[src/rtl/led_counter.sv]
// led_counter: counts rising edges of blink onto a WIDTH-bit LED bank, with debounced direction and pause buttons.
// Ports: clk, rst_n (async active-low) | blink (clk-synchronous slow level) | btn_dir, btn_pause (raw async buttons)
//        leds (count) | dir (1 = down) | paused (1 = frozen) | tick (pulse in the first cycle leds shows a new value)
module led_counter #(
   parameter int WIDTH           = 8,
   parameter int DEBOUNCE_CYCLES = 50000,
   parameter int WRAP            = 1
) (
   input  logic             clk,
   input  logic             rst_n,
   input  logic             blink,
   input  logic             btn_dir,
   input  logic             btn_pause,
   output logic [WIDTH-1:0] leds,
   output logic             dir,
   output logic             paused,
   output logic             tick
);
   localparam int CW = $clog2(DEBOUNCE_CYCLES);
   typedef enum logic [1:0] {RUN_UP = 2'b00, HOLD_UP = 2'b01, RUN_DOWN = 2'b10, HOLD_DOWN = 2'b11} state_t;
   state_t state;
   logic [1:0] btn, press;
   logic blink_q, step, at_lim, adv;
   logic [WIDTH-1:0] nxt;
   assign btn = {btn_pause, btn_dir};
   for (genvar b = 0; b < 2; b++) begin : g_btn
      logic s1, s2, db;
      logic [CW-1:0] cnt;
      always_ff @(posedge clk or negedge rst_n)
         if (!rst_n) begin
            s1  <= 1'b0;
            s2  <= 1'b0;
            db  <= 1'b0;
            cnt <= '0;
         end else begin
            s1 <= btn[b];
            s2 <= s1;
            if (s2 == db) cnt <= '0;
            else if (cnt == CW'(DEBOUNCE_CYCLES - 1)) begin
               db  <= s2;
               cnt <= '0;
            end else cnt <= cnt + CW'(1);
         end
      // press fires on the same edge the debounced level rises
      assign press[b] = s2 & ~db & (cnt == CW'(DEBOUNCE_CYCLES - 1));
   end
   assign step   = blink & ~blink_q;
   assign at_lim = state[1] ? (leds == '0) : (leds == '1);
   assign nxt    = state[1] ? leds - WIDTH'(1) : leds + WIDTH'(1);
   // saturating mode suppresses the step at a limit, so no tick either
   assign adv    = step & ~state[0] & ((WRAP != 0) | ~at_lim);
   assign dir    = state[1];
   assign paused = state[0];
   always_ff @(posedge clk or negedge rst_n)
      if (!rst_n) begin
         blink_q <= 1'b1;
         leds    <= '0;
         tick    <= 1'b0;
         state   <= RUN_UP;
      end else begin
         blink_q <= blink;
         tick    <= adv;
         if (adv) leds <= nxt;
         state <= state_t'(state ^ {press[0], press[1]});
      end
endmodule
[config.mk]
export PLATFORM = sky130hd
export DESIGN_NAME = led_counter
export DESIGN_NICKNAME = d
export VERILOG_FILES = /design/src/rtl/led_counter.sv
export SDC_FILE = /design/constraint.sdc
export NUM_CORES = 1
export LEC_CHECK = 0
export BUFFER_PORTS_ARGS = -buffer_cell sky130_fd_sc_hd__buf_2
export CORE_MARGIN = 2
export CORE_UTILIZATION = 59
export DETAILED_ROUTE_END_ITERATION = 16
export HOLD_SLACK_MARGIN = 0.03
export PLACE_DENSITY = 0.78
export SLEW_MARGIN = 20
export SYNTH_ARGS = -nofsm -noshare
export SYNTH_HDL_FRONTEND = slang
export SYNTH_SLANG_ARGS = --single-unit
export TNS_END_PERCENT = 30
[constraint.sdc]
create_clock -name clk -period 2.35 [get_ports clk]
set_clock_uncertainty 0.1 [all_clocks]
set_input_delay 0 -clock clk [delete_from_list [all_inputs] [get_ports clk]]
set_output_delay 0 -clock clk [all_outputs]
set_load 0.02 [all_outputs]
==> flow_summary.ini <==
[status]
run_status = complete, no violations

[yosys]
synth_edf_count = 0
synth-simple-area-share = 0.208
netlist_instances = 251
ys_seq_elements = 50
yosysWarnings = 0
synth_compound_area_frac = 0.0514
async_flop_share = 1.00
synthFlopType = dfrtp_1
seq_area_frac_synth = 0.504
avgSynthCellArea_um2 = 9.89
synth_nets = 267
synth_top_family_by_area = simple AND/OR/NAND/NOR gates
synth-xor-area-share = 0.127
netlist_area_um2 = 2480
synthMuxAreaShare = 0.0131
ys_types = 39
synthAdderAreaFrac = 0.0584

[detailed_routing]
drt_iter0_markers = 79
vias = 1753
routedWlPerCell_um = 12.6
dr_wl_met2_um = 1970
drc_errors = 0
highest_layer = met4
route.met3.wl_um = 148
wl_met1_um = 1930
routed_wl_um = 4110
via_per_inst = 5.36
detail-route-antenna-nets = 0
dr.pass1.iters = 6

[sta]
fin_crit_sh = 0.902
hold_viol_final = 0
drv_slew = 0
max_slew_margin = 0.600
clock.fmax_mhz = 472
setup_viol = 0
rsz0062_at_grt = false
finalSetupTns_ps = 0
period_needed_ps = 2120
worstMarginPinSlew_ps = 600

[clocking]
clock-root-buffer = clkbuf_8
postCtsSetupBuffers = 0
cts_resized = 0
cts_tree = yes
clk_pin_slew_ps = 90
clk_path_buf_depth = 2
cts_sinks = 50
insertion_delay_ps = 300
cts_made_buffers = 5
h-tree-depth = 2

[final_layout]
utilization = 0.688
final_cell_mix = dfrtp_1 (49), nor2_1 (48), xnor2_1 (25)
fill_cells = 318
regArea_um2 = 1250
antenna_cells = 0
final_nets = 292
drive_above_1_share = 0.116
multi_input_area_um2 = 1140
mostFrequentLayoutCell = dfrtp_1
areaGrowthSynthToFinish_pct = 11.6

[setup_path]
reg2reg_depth = 6
cp_cell_sequence = ha_1 > a211oi_1 > nor2_1 > a221oi_1 > xnor2_1 > a32o_1
cp-end-kind = flip-flop
critical_path.max_fanout = 8
cp_num_cells = 6
slowest_delay_ps = 500
timing.critical_path.buf_inv = 0
rr_endpoint = leds[7]$_DFFE_PN0P_
crit_family = compound AO/OA/AOI/OAI gates
critPathSlowestCell = dfrtp_1
r2r_start = state[1]$_DFF_PN0_
reg2reg_slack_ps = 230
required_ps = 2440
path_class = flip-flop to flip-flop
critPathArrivalTime_ps = 2210
startpoint_type = flip-flop

[placement]
dp.final_hpwl_um = 2880
gp_congestion = 0.779
io_buffers = 15

[power]
leakage_nw = 1.28
vdd_ir_drop_max_mv = 0.439
power_density_nw_per_um2 = 714

[global_routing]
grt_pass1_wl_um = 7000
grt_max_degree = 29
gr-usage-all-layers = 0.202
grt-ovfl-total = 0
first_global_vias = 1593
grt_antenna_before_repair = 0

[die]
ios = 16
die-height_um = 68.9
start_util = 0.616
die-area_um2 = 4740
core_um2 = 4030
rows = 23
chipWidth_um = 68.9

[hold_path]
hp-class = input pin to async pin

[job]
drv_cap = 0
synth_stat cells, drive strengths merged (2+ instances only):
library cell	n	area, µm²
a211oi	2	15.0
a21oi	5	25.0
and3	7	43.8
buf	3	31.3
clkbuf	3	11.3
dfrtp	49	1230
ha	10	125
inv	14	52.6
mux2	2	22.5
nand2	19	71.3
nand3	12	60.1
nand4	5	31.3
nor2	48	180
nor3	7	35.0
nor4	2	18.8
nor4b	2	17.5
o21ai	8	40.0
or3	2	12.5
xnor2	25	219
xor2	11	96.3
cells by family after synthesis:
logic type | Yosys count
and+or+nand+nor | 110
muxes | 3
DFF | 50
xor gates and xnor gates | 36
adders and majority gates | 11
AOI/OAI and AO/OA | 21
buffers and inverters | 20
through the flow:
step | total power (W) | worst slack, ps | cells | hold WS (ps) | area [µm²]
2_1_floorplan | 0.00126 | 187 | 251 | -396 | 2480
3_3_place_gp | 0.00137 | 308 | 315 | -105 | 2620
3_5_place_dp | 0.00138 | 255 | 315 | -101 | 2620
4_1_cts | 0.00200 | 227 | 327 | 107 | 2770
5_1_grt | 0.00209 | 151 | 327 | 167 | 2770
6_report | 0.00198 | 230 | 327 | 100 | 2770
state kept, by name, summed over array words and instances (netlist names):
| name | count |
|---|---|
| g_btn.s1 | 2 |
| leds | 8 |
| tick | 1 |
| blink_q | 1 |
| g_btn.s2 | 2 |
| state | 2 |
| g_btn.cnt | 32 |
| g_btn.db | 2 |
report_power, final:
| part | total, W | switching (W) | internal (W) |
|---|---|---|---|
| clock network | 0.000622 | 0.000275 | 0.000347 |
| logic | 0.000371 | 0.000221 | 0.000150 |
| registers | 0.000988 | 0.0000633 | 0.000924 |
worst reg2reg max path: stages (launching register included):
cell	delay, ps
dfrtp_1	500
ha_1	340
a211oi_1	290
nor2_1	130
a221oi_1	330
xnor2_1	100
a32o_1	210
cell type report:
class / count / share of cell area
sequential: 50 / 0.452
multi-input combinational: 181 / 0.410
timing repair buffer: 24 / 0.0551
clock buffer: 7 / 0.0311
tap: 50 / 0.0226
inverter: 14 / 0.0190
clock inverter: 1 / 0.0108
how the worst max path moves through the flow:
stage                     slack [ps]                   to               start
after detailed placement         250  leds[7]$_DFFE_PN0P_  state[1]$_DFF_PN0_
after floorplan                  190  leds[7]$_DFFE_PN0P_  state[1]$_DFF_PN0_
final                            230  leds[7]$_DFFE_PN0P_  state[1]$_DFF_PN0_
after CTS                        230  leds[7]$_DFFE_PN0P_  state[1]$_DFF_PN0_
after global routing             150  leds[7]$_DFFE_PN0P_  state[1]$_DFF_PN0_
after global placement           310  leds[7]$_DFFE_PN0P_  state[1]$_DFF_PN0_
routing by layer:
layer  global-route usage  vias up
met3               0.0519        7
met1                0.262      833
li1                     -      888
met5                    0        -
met4               0.0613        0
met2                0.333       25
timing repair:
item	4_1_cts	5_1_grt
hold buffers	4	0
endpoints found under the setup margin	0	0
hold endpoints to repair	53	0
(Power assumes the default switching activity.)
